**src/rtl/uart_tx_arbiter.sv**
```systemverilog
// Round-robin, packet-locked sharing of one 8N1 transmitter among N_REQ byte requesters.
// req_valid->tx_start 2 clk; a requester stalls (no req_ready) until it owns an idle transmitter.
module uart_tx_arbiter #(
  parameter int N_REQ       = 4,
  parameter int ACK_TIMEOUT = 65535,
  parameter int TMO_W       = 16
) (
  input  logic                 clk,
  input  logic                 rst,
  input  logic [N_REQ-1:0]     req_valid,
  input  logic [8*N_REQ-1:0]   req_data,
  input  logic [N_REQ-1:0]     req_last,
  output logic [N_REQ-1:0]     req_ready,
  output logic [N_REQ-1:0]     grant,
  output logic [7:0]           tx_data,
  output logic                 tx_start,
  input  logic                 tx_busy,
  output logic                 err_tmo
);

  localparam int IDX_W = (N_REQ > 1) ? $clog2(N_REQ) : 1;
  localparam logic [N_REQ-1:0] ONE = N_REQ'(1);

  typedef enum logic [1:0] {IDLE, LOAD, WAIT_ACK, WAIT_DONE} state_t;

  state_t           state;
  logic [IDX_W-1:0] rr_ptr;
  logic [IDX_W-1:0] owner;
  logic [IDX_W-1:0] winner;
  logic [IDX_W-1:0] cand;
  logic             win_vld;
  logic             lock;
  logic             last_q;
  logic             low_seen;
  logic             busy_m;
  logic             busy_s;
  logic             ok_m;
  logic             ok_s;
  logic [TMO_W-1:0] tmo_cnt;

  // ok_s marks when busy_s carries a real sample rather than the reset zeros
  always_ff @(posedge clk or posedge rst) begin
    if (rst) begin
      busy_m <= 1'b0;
      busy_s <= 1'b0;
      ok_m   <= 1'b0;
      ok_s   <= 1'b0;
    end else begin
      busy_m <= tx_busy;
      busy_s <= busy_m;
      ok_m   <= 1'b1;
      ok_s   <= ok_m;
    end
  end

  always_comb begin
    winner  = rr_ptr;
    win_vld = 1'b0;
    cand    = '0;
    for (int i = 1; i <= N_REQ; i++) begin
      cand = IDX_W'((int'(rr_ptr) + i) % N_REQ);
      if (!win_vld && req_valid[cand]) begin
        win_vld = 1'b1;
        winner  = cand;
      end
    end
  end

  assign req_ready = (state == LOAD && req_valid[owner]) ? grant : '0;

  always_ff @(posedge clk or posedge rst) begin
    if (rst) begin
      state    <= IDLE;
      grant    <= '0;
      tx_start <= 1'b0;
      tx_data  <= 8'h00;
      err_tmo  <= 1'b0;
      rr_ptr   <= IDX_W'(N_REQ - 1);
      owner    <= '0;
      lock     <= 1'b0;
      last_q   <= 1'b0;
      low_seen <= 1'b0;
      tmo_cnt  <= '0;
    end else begin
      err_tmo <= 1'b0;
      case (state)
        IDLE: begin
          if (lock) begin
            if (req_valid[owner]) state <= LOAD;
          end else if (win_vld) begin
            grant  <= ONE << winner;
            owner  <= winner;
            rr_ptr <= winner;
            state  <= LOAD;
          end
        end
        LOAD: begin
          if (req_valid[owner]) begin
            tx_data  <= req_data[{owner, 3'b000} +: 8];
            last_q   <= req_last[owner];
            tx_start <= 1'b1;
            tmo_cnt  <= '0;
            low_seen <= ~busy_s & ok_s;
            state    <= WAIT_ACK;
          end else begin
            state <= IDLE;
          end
        end
        WAIT_ACK: begin
          // an ack needs a low-to-high busy transition, so a stale busy is never taken as ours
          if (!busy_s && ok_s) low_seen <= 1'b1;
          if (busy_s && low_seen) begin
            tx_start <= 1'b0;
            state    <= WAIT_DONE;
          end else if (tmo_cnt == TMO_W'(ACK_TIMEOUT - 1)) begin
            tx_start <= 1'b0;
            err_tmo  <= 1'b1;
            lock     <= 1'b0;
            grant    <= '0;
            state    <= IDLE;
          end else begin
            tmo_cnt <= tmo_cnt + 1'b1;
          end
        end
        WAIT_DONE: begin
          if (!busy_s) begin
            if (last_q) begin
              lock  <= 1'b0;
              grant <= '0;
            end else begin
              lock <= 1'b1;
            end
            state <= IDLE;
          end
        end
        default: state <= IDLE;
      endcase
    end
  end

endmodule

```
**config.mk**
```make
export PLATFORM = sky130hd
export DESIGN_NAME = uart_tx_arbiter
export DESIGN_NICKNAME = d
export VERILOG_FILES = /design/src/rtl/uart_tx_arbiter.sv
export SDC_FILE = /design/constraint.sdc
export NUM_CORES = 1
export LEC_CHECK = 0
export CORE_MARGIN = 2
export CORE_UTILIZATION = 40
export DETAILED_ROUTE_END_ITERATION = 12
export HOLD_SLACK_MARGIN = 0.1
export MAX_ROUTING_LAYER = met4
export PLACE_DENSITY_LB_ADDON = 0.05
export SYNTH_ARGS = -nofsm -noshare
export SYNTH_HDL_FRONTEND = slang
export SYNTH_SLANG_ARGS = --single-unit
```
**constraint.sdc**
```tcl
create_clock -name clk -period 2.45 [get_ports clk]
set_clock_uncertainty 0.05 [all_clocks]
set_input_delay 0.49 -clock clk [delete_from_list [all_inputs] [get_ports clk]]
set_output_delay 0.49 -clock clk [all_outputs]
set_load 0.01 [all_outputs]
```
# Yosys cells after proc, flatten, opt, wreduce, memory -nomap -nowiden
# Index checks and enable logic that the tools add are counted.
# word_totals
input_bits,43
out_inout_bits,18
reg_bits,43
# classes
magnitude_cmp,5
n_reduce_logical,22
n_shift,2
add_sub_neg,5
muxes,54
n_eq_ne,16
n_bitwise,3
# op_table
cell,n
$mux 16,3
$pmux 16 s2,1
$shiftx 32x6->8,1
$mux 4,7
$mux 2,11
$mux 1,21
$add 16x1->16 const B,1
$eq 16x16->1 const B,1
$ne 2x2->1 const B,8
$lt 2x3->1 const B,5
$bmux 1 s2,6
$pmux 4 s3,1
$reduce_and 4->1,3
$ne 3x3->1 const B,3
$reduce_and 3->1,3
$pmux 2 s4,1
$reduce_and 7->1,1
$logic_and 1x1->1,6
$pmux 1 s2,3
$add 2x1->2 const B,2
$add 2x2->2 const B,2
$eq 2x2->1 const B,2
$logic_not 1->1,4
$reduce_bool 2->1,2
8 further kinds,9

# Longest topological paths before layout
# Gate-level depths: netlist of the first run.
# depth
word_depth,17
mapped_depth,9

# Least setup slack after synthesis of the first run
# Ideal clock, no wire load.
# synth_path
path_kind,register -> register
from,register state[0]
to,register tmo_cnt[12]
arrival_time_ns,1.860
synth_period_minus_slack_ns,1.988
required_time_ns,2.323
setup_time_ns,0.077
n_path_buf,1
path_slack_ns,0.462
stages_incl_launch_ff,8
path_cell_list,dfrtp_1 inv_1 ha_1 clkbuf_1 mux2_2 nand3_2 or4_1 a21oi_1
# synth_via
elab_chain_len,3
elab_cells_between_ends,8
cone_classes,eq/ne: 5; mux: 1; reduce/logical: 2
# synth_rtl
item,line_no,source
from (decl),26,state_t state;
from (signal assigned),73,state <= IDLE;
from (signal assigned),89,if (req_valid[owner]) state <= LOAD;
from (signal assigned),94,state <= LOAD;
$eq 2x2->1 / $eq 2x1->1 (equally long branches),86,case (state)
$ne 2x2->1 (no line) (tied with other cells),-,
$reduce_and 4->1 (no line),-,
to (signal assigned),122,tmo_cnt <= tmo_cnt + 1'b1;
to (decl),39,logic [TMO_W-1:0] tmo_cnt;
# Parallel ways exist; a longest one is shown, timed or not.
# A chain may end at the register's enable or synchronous reset.

# Worst setup path after layout of the first run
# layout_path
from,input req_valid[0]
to,output req_ready[2]
# layout_via
elab_chain_len,4
# layout_rtl
item,line_no,source
from (decl),10,"input logic [N_REQ-1:0] req_valid,"
$bmux 1 s2,69,assign req_ready = (state == LOAD && req_valid[owner]) ? grant : '0;
$mux 1 (implied by the code),69,
$logic_and 1x1->1,69,
$mux 4,69,
to (decl),13,"output logic [N_REQ-1:0] req_ready,"
# No other way between the ends. The select of a mux whose other input is x is not followed.

==> impl_metrics.py, run 1 <==
metrics = {
    "logic_synthesis": {
        "yosys_warnings": 0,
        "synth_enable_flop_cells": 0,
        "syn_area_per_cell_um2": 10.1,
        "synth_flop_cell": "dfrtp_1",
        "synth_sequential_area_ratio": 0.428,
        "post_synthesis_register_bit_count": 43,
        "mappedNetlistArea_mm2": 0.00252,
        "postSynthNetCount": 299,
        "synthesis.instances": 249,
        "ys_types": 48,
        "asyncSetResetFlopFracSynth": 1.00,
    },
    "routing": {
        "wl_per_cell_um": 13.8,
        "route.final.wire_length_mm": 5.74,
        "drtPass1Iterations": 5,
        "first_drt_iteration_drcs": 129,
        "routed_via_density": 5.28,
        "ant_nets": 0,
        "via_count": 2195,
        "drt_drc_violations_left": 0,
    },
    "timing": {
        "report.final.slew_viol_count": 0,
        "finalCriticalPeriod_ps": 2410,
        "report.final.hold_viol_count": 0,
        "timing.hold.ws_ps": 304,
        "worst_slew_margin_rel": 0.556,
        "timing_worst_slew_pin_value_ps": 665,
        "fmax_mhz": 415,
        "part_of_the_cycle_the_worst_path_needs": 0.984,
        "finalSetupViolations": 0,
        "fin_tns_setup_ps": 0,
    },
    "placed_design": {
        "place.detailed.hpwl_mm": 4.35,
        "dpl_cell_area_mm2": 0.00336,
        "place_inst": 403,
        "gp_routability_congestion": 0.771,
        "port_buffers": 60,
    },
    "critical_path": {
        "critical_path_buf_inv_count": 3,
        "critPathSlowestCell": "mux4_2",
        "cp_max_fanout": 4,
        "startpoint_type": "input port",
        "critPathArrivalTime_ps": 1870,
        "timing.critical_path.cells": "clkdlybuf4s50_1, mux4_2, buf_4, and3_1, buf_2",
        "cp_data_required_time_ps": 1910,
        "critPathKind": "input port to output port",
        "critPathMaxStageDelay_ps": 520,
        "timing.critical_path.max_delay_family": "buffers and inverters",
        "critical_path.endpoint_type": "output port",
    },
    "finish": {
        "most-common-layout-cells": "53 x clkdlybuf4s50_1, 41 x nand2_1, 41 x dfrtp_1",
        "finalNonFillerCells": 416,
        "area_growth_syn_to_layout_pct": 39.8,
        "layout.nets": 390,
        "drive_above_1_share": 0.243,
        "antennaDiodeCount": 0,
        "final_design_area_no_fill_mm2": 0.00352,
        "final_common_cell": "clkdlybuf4s50_1",
        "fill_cells": 547,
    },
    "global_routing": {
        "grt_pass1_wl_mm": 9.78,
        "first_global_vias": 2207,
        "grt-ovfl-total": 0,
        "grt.total_usage": 0.176,
        "grt_antenna_before_repair": 0,
        "grt_max_degree": 44,
    },
    "clocking": {
        "cts_tree": "yes",
        "clockBufferDepth": 2,
        "clock_network_latency_to_the_later_pin_of_the_worst_skew_pair_ps": 300,
        "root_buf_cell": "clkbuf_8",
        "holdBufCountCts": 0,
        "cts-htree-levels": 2,
        "cts_inserted_buffers": 5,
        "clk_pin_slew_ps": 80,
        "number_of_sinks_on_the_clock_net": 43,
    },
    "outcome": {
        "outcome": "finished, final reports clean",
    },
    "die": {
        "fp.coreArea_mm2": 0.00599,
        "design.die.area_mm2": 0.00695,
        "initial_utilization": 0.420,
        "die_width_um": 83.4,
        "die_height_um": 83.4,
        "io_pins": 61,
        "num_rows": 28,
    },
    "flow_run": {
        "max_cap_violations": 0,
    },
    "power_and_ir_drop": {
        "ir_drop_uv": 663,
        "powerDensity_mw_per_mm2": 975,
        "p_leak_uw": 0.00150,
    },
    "min_path": {
        "min-delay-path-class": "flop to flop",
    },
}
-- repair_timing --
action / 4_1_cts / 5_1_grt
endpoints found under the setup margin: 4 / 17
pin swaps: 0 / 5
gates resized for setup: 10 / 12
setup buffers: 3 / 2
-- sequential cells by signal, indices dropped and copies added (netlist names), 2 cells and up --
register / flops
tx_data: 8
owner: 2
rr_ptr: 2
tmo_cnt: 16
state: 2
grant: 4
-- stage by stage --
stage | utilization | setup WS [ps] | power, uW
final | 0.588 | 40.1 | 3430
after global routing | 0.588 | -0.823 | 3690
after CTS | 0.579 | 4.75 | 3420
after detailed placement | 0.561 | -223 | 2890
after global placement | 0.561 | -217 | 2890
after floorplan | - | 462 | 2120
-- worst register-to-register path, delay by kind of cell, from the launching register on --
family | cells | cell delay, ps
flops | 1 | 390
mux | 1 | 390
simple gates | 2 | 770
compound gates | 2 | 180
buf+inv | 3 | 370
-- final cells by class --
type / instances / area [um2] / share of cell area
flip-flops and latches: 43 / 1080 / 0.306
inverters: 11 / 41.3 / 0.0117
well taps: 75 / 93.8 / 0.0266
repair buffers: 92 / 841 / 0.239
multi-input cells: 187 / 1370 / 0.388
clock buffers: 8 / 100 / 0.0284
-- final timing paths --
| kind | cells past startpoint | slack [ps] | endpoint | startpoint |
|---|---|---|---|---|
| hold reg to reg | 0 | 300 | busy_s$_DFF_PP0_ | busy_m$_DFF_PP0_ |
| min in group asynchronous | 3 | 580 | tmo_cnt[10]$_DFFE_PP0P_ | rst |
| max in group asynchronous | 3 | 1390 | rr_ptr[1]$_DFFE_PP1P_ | rst |
| hold / removal | 0 | 300 | busy_s$_DFF_PP0_ | busy_m$_DFF_PP0_ |
| setup reg to reg | 8 | 240 | tmo_cnt[15]$_DFFE_PP0P_ | owner[0]$_DFFE_PP0P_ |
| setup / recovery | 5 | 40 | req_ready[2] | req_valid[0] |
-- synth_stat cells (2+ instances only) --
cell / count / share of area
clkbuf_1: 3 / 0.0045
and3b_1: 2 / 0.0070
buf_1: 2 / 0.0030
nand2_1: 41 / 0.061
nand2b_1: 3 / 0.0075
a21oi_2: 4 / 0.014
mux4_2: 10 / 0.089
nand4_1: 5 / 0.012
o41ai_1: 2 / 0.0070
or4_2: 2 / 0.0070
and2_1: 2 / 0.0050
mux2_2: 10 / 0.045
nor2_1: 11 / 0.016
a21oi_1: 12 / 0.024
or2_2: 2 / 0.0050
ha_1: 7 / 0.035
o21ai_1: 3 / 0.0060
inv_1: 11 / 0.016
or4_1: 6 / 0.018
or3_2: 2 / 0.0060
nor3_1: 2 / 0.0040
mux2i_1: 3 / 0.012
dfrtp_1: 41 / 0.41
o31ai_1: 8 / 0.024
nand3_1: 7 / 0.014
o21ai_0: 16 / 0.032
nor4_1: 6 / 0.015
and3_1: 5 / 0.012
dfstp_2: 2 / 0.021
-- cells by family after synthesis --
group	count (synthesis)	synth area share
compound gates	51	0.130
fa+ha+maj	7	0.0348
other cells	1	0.00149
simple gates	105	0.220
buf+inv	19	0.0392
flops	43	0.428
mux	23	0.146
-- layer usage --
metal,track usage,share of wire,vias up
met4,0.0447,0.010,0
met3,0.0408,0.054,8
met2,0.292,0.46,61
met5,-,0,-
li1,-,-,1093
met1,0.218,0.47,1033
-- power breakdown --
group	internal [uW]	leakage (uW)	switching, uW
sequential	909	0.000553	124
clock	257	0.0000515	239
combinational	1010	0.000893	891
total	2180	0.00150	1250
Note: power is estimated with default switching activity, not from simulation.
==> inputs of run 2 (changes only) <==
Clock period 2.45 ns to 2.9 ns, I/O delays scaled along.
==> impl_metrics.py, run 2 (synthesis gave the netlist of run 1 again) <==
metrics = {
    "outcome": {
        "outcome": "finished, final reports clean",
    },
    "clocking": {
        "cts_inserted_buffers": 5,
        "clock_network_latency_to_the_later_pin_of_the_worst_skew_pair_ps": 300,
        "clockBufferDepth": 2,
        "cts-htree-levels": 2,
        "number_of_sinks_on_the_clock_net": 43,
        "holdBufCountCts": 0,
        "post_cts.resized_instances": 0,
        "cts_tree": "yes",
        "root_buf_cell": "clkbuf_8",
        "clk_pin_slew_ps": 80,
        "post-cts-setup-buffer-count": 0,
    },
    "routing": {
        "ant_nets": 0,
        "wl_per_cell_um": 14.3,
        "drt_drc_violations_left": 0,
        "drtPass1Iterations": 4,
        "routed_via_density": 5.39,
        "route.final.wire_length_mm": 5.67,
        "first_drt_iteration_drcs": 101,
        "via_count": 2141,
    },
    "die": {
        "die_width_um": 83.4,
        "die_height_um": 83.4,
        "initial_utilization": 0.420,
        "design.die.area_mm2": 0.00695,
        "io_pins": 61,
        "fp.coreArea_mm2": 0.00599,
        "num_rows": 28,
    },
    "finish": {
        "most-common-layout-cells": "60 x clkdlybuf4s50_1, 41 x nand2_1, 41 x dfrtp_1",
        "finalNonFillerCells": 397,
        "fill_cells": 554,
        "final_common_cell": "clkdlybuf4s50_1",
        "drive_above_1_share": 0.183,
        "antennaDiodeCount": 0,
        "seqCellArea_mm2": 0.00108,
        "largest_register_ff_count": 16,
        "final_core_util": 0.562,
        "layout.nets": 371,
        "area_growth_syn_to_layout_pct": 33.8,
        "layout_top_registers": "tmo_cnt x16, tx_data x8, grant x4",
        "footprint_of_the_multi_input_gates_mm2": 0.00134,
        "largest-register": "tmo_cnt",
    },
    "timing": {
        "part_of_the_cycle_the_worst_path_needs": 0.987,
        "fin_tns_setup_ps": 0,
        "unrepaired_setup_endpoints_after_global_routing": "no",
        "timing_worst_slew_pin_value_ps": 587,
        "fmax_mhz": 349,
        "report.final.hold_viol_count": 0,
        "finalSetupViolations": 0,
        "finalCriticalPeriod_ps": 2860,
        "report.final.slew_viol_count": 0,
        "worst_slew_margin_rel": 0.608,
        "timing.hold.ws_ps": 307,
    },
    "placed_design": {
        "gp_routability_congestion": 0.826,
        "port_buffers": 60,
        "place_inst": 389,
        "place.detailed.hpwl_mm": 4.28,
    },
    "global_routing": {
        "grt_antenna_before_repair": 0,
        "grt-ovfl-total": 0,
        "first_global_vias": 2104,
        "grt.total_usage": 0.175,
        "grt_pass1_wl_mm": 9.66,
        "grt_max_degree": 44,
    },
    "power_and_ir_drop": {
        "ir_drop_uv": 423,
        "powerDensity_mw_per_mm2": 808,
        "report.power.total_uw": 2720,
        "p_leak_uw": 0.00137,
    },
    "critical_path": {
        "critPathMaxStageDelay_ps": 550,
        "timing.critical_path.cells": "clkdlybuf4s50_1, mux4_2, and3_1, clkdlybuf4s50_1",
        "critical_path.endpoint_type": "output port",
        "worst_path_most_repeated_cell": "clkdlybuf4s50_1",
        "startpoint_type": "input port",
        "critPathKind": "input port to output port",
        "cp_data_required_time_ps": 2270,
        "critPathSlowestCell": "mux4_2",
        "reg2reg_from": "owner[1]$_DFFE_PP0P_",
        "critPathArrivalTime_ps": 2230,
        "timing.critical_path.max_delay_family": "buffers and inverters",
        "worstRegToRegCells": 7,
        "cp_max_fanout": 6,
        "worstReg2RegEnd": "tmo_cnt[3]$_DFFE_PP0P_",
        "regToRegSetupSlack_ps": 510,
        "critical_path_buf_inv_count": 2,
    },
    "min_path": {
        "timing.hold.worst_endpoint": "busy_s$_DFF_PP0_",
        "min-delay-path-class": "flop to flop",
        "min_from": "busy_m$_DFF_PP0_",
        "min_path_cells": 0,
    },
    "flow_run": {
        "max_cap_violations": 0,
    },
}
==> run 2: changes by cell type in the layout (fill, tap and decap cells not counted), sizes merged <==
cell and change:
dlymetal6s2s -3, clkbuf -1, clkinvlp +1, dlygate4sd2 -1
clkdlybuf4s50 +7, clkdlybuf4s15 -1, buf -21
==> run 2: metal layers <==
| layer | global-route usage | wire length [um] |
|---|---|---|
| met5 | - | 0 |
| met4 | 0.0507 | 56 |
| met3 | 0.0467 | 343 |
| met2 | 0.270 | 2640 |
| met1 | 0.228 | 2630 |
==> run 2: worst register-to-register path: stages (launching register included) <==
cell and delay (ps):
dfrtp_1 610, mux4_2 360, buf_4 150, and2_1 140, a21oi_1 40, buf_4 200
or4_2 630, a21oi_2 140
==> run 2: where the power goes <==
part           switching [uW]  internal, uW  total, uW
clock network             209           217        426
logic                     676           716       1390
registers                 139           767        906
==> run 2: worst max-delay path by stage <==
stage / start / end / depth (start not counted) / slack [ps]
5_1_grt: req_valid[2] / req_ready[1] / 4 / 0.2
4_1_cts: req_valid[2] / req_ready[2] / 4 / 40
3_5_place_dp: req_valid[2] / req_ready[2] / 4 / 40
6_report: req_valid[3] / req_ready[2] / 4 / 40
2_1_floorplan: req_valid[3] / tmo_cnt[13]$_DFFE_PP0P_ / 6 / 820
3_3_place_gp: req_valid[2] / req_ready[1] / 4 / 60
==> run 2: area by class of cell <==
type,instances,area share
clock buffer,7,0.0286
clock inverter,1,0.00223
inverter,11,0.0123
multi-input combinational,187,0.398
sequential,43,0.320
tap,75,0.0278
timing repair buffer,73,0.211
==> run 2: stage by stage <==
stage	setup slack, ps	area [um2]
floorplan	824	2520
global placement	59.9	3270
detailed placement	36.5	3270
CTS	35.3	3370
global route	0.155	3370
finish	38.2	3370
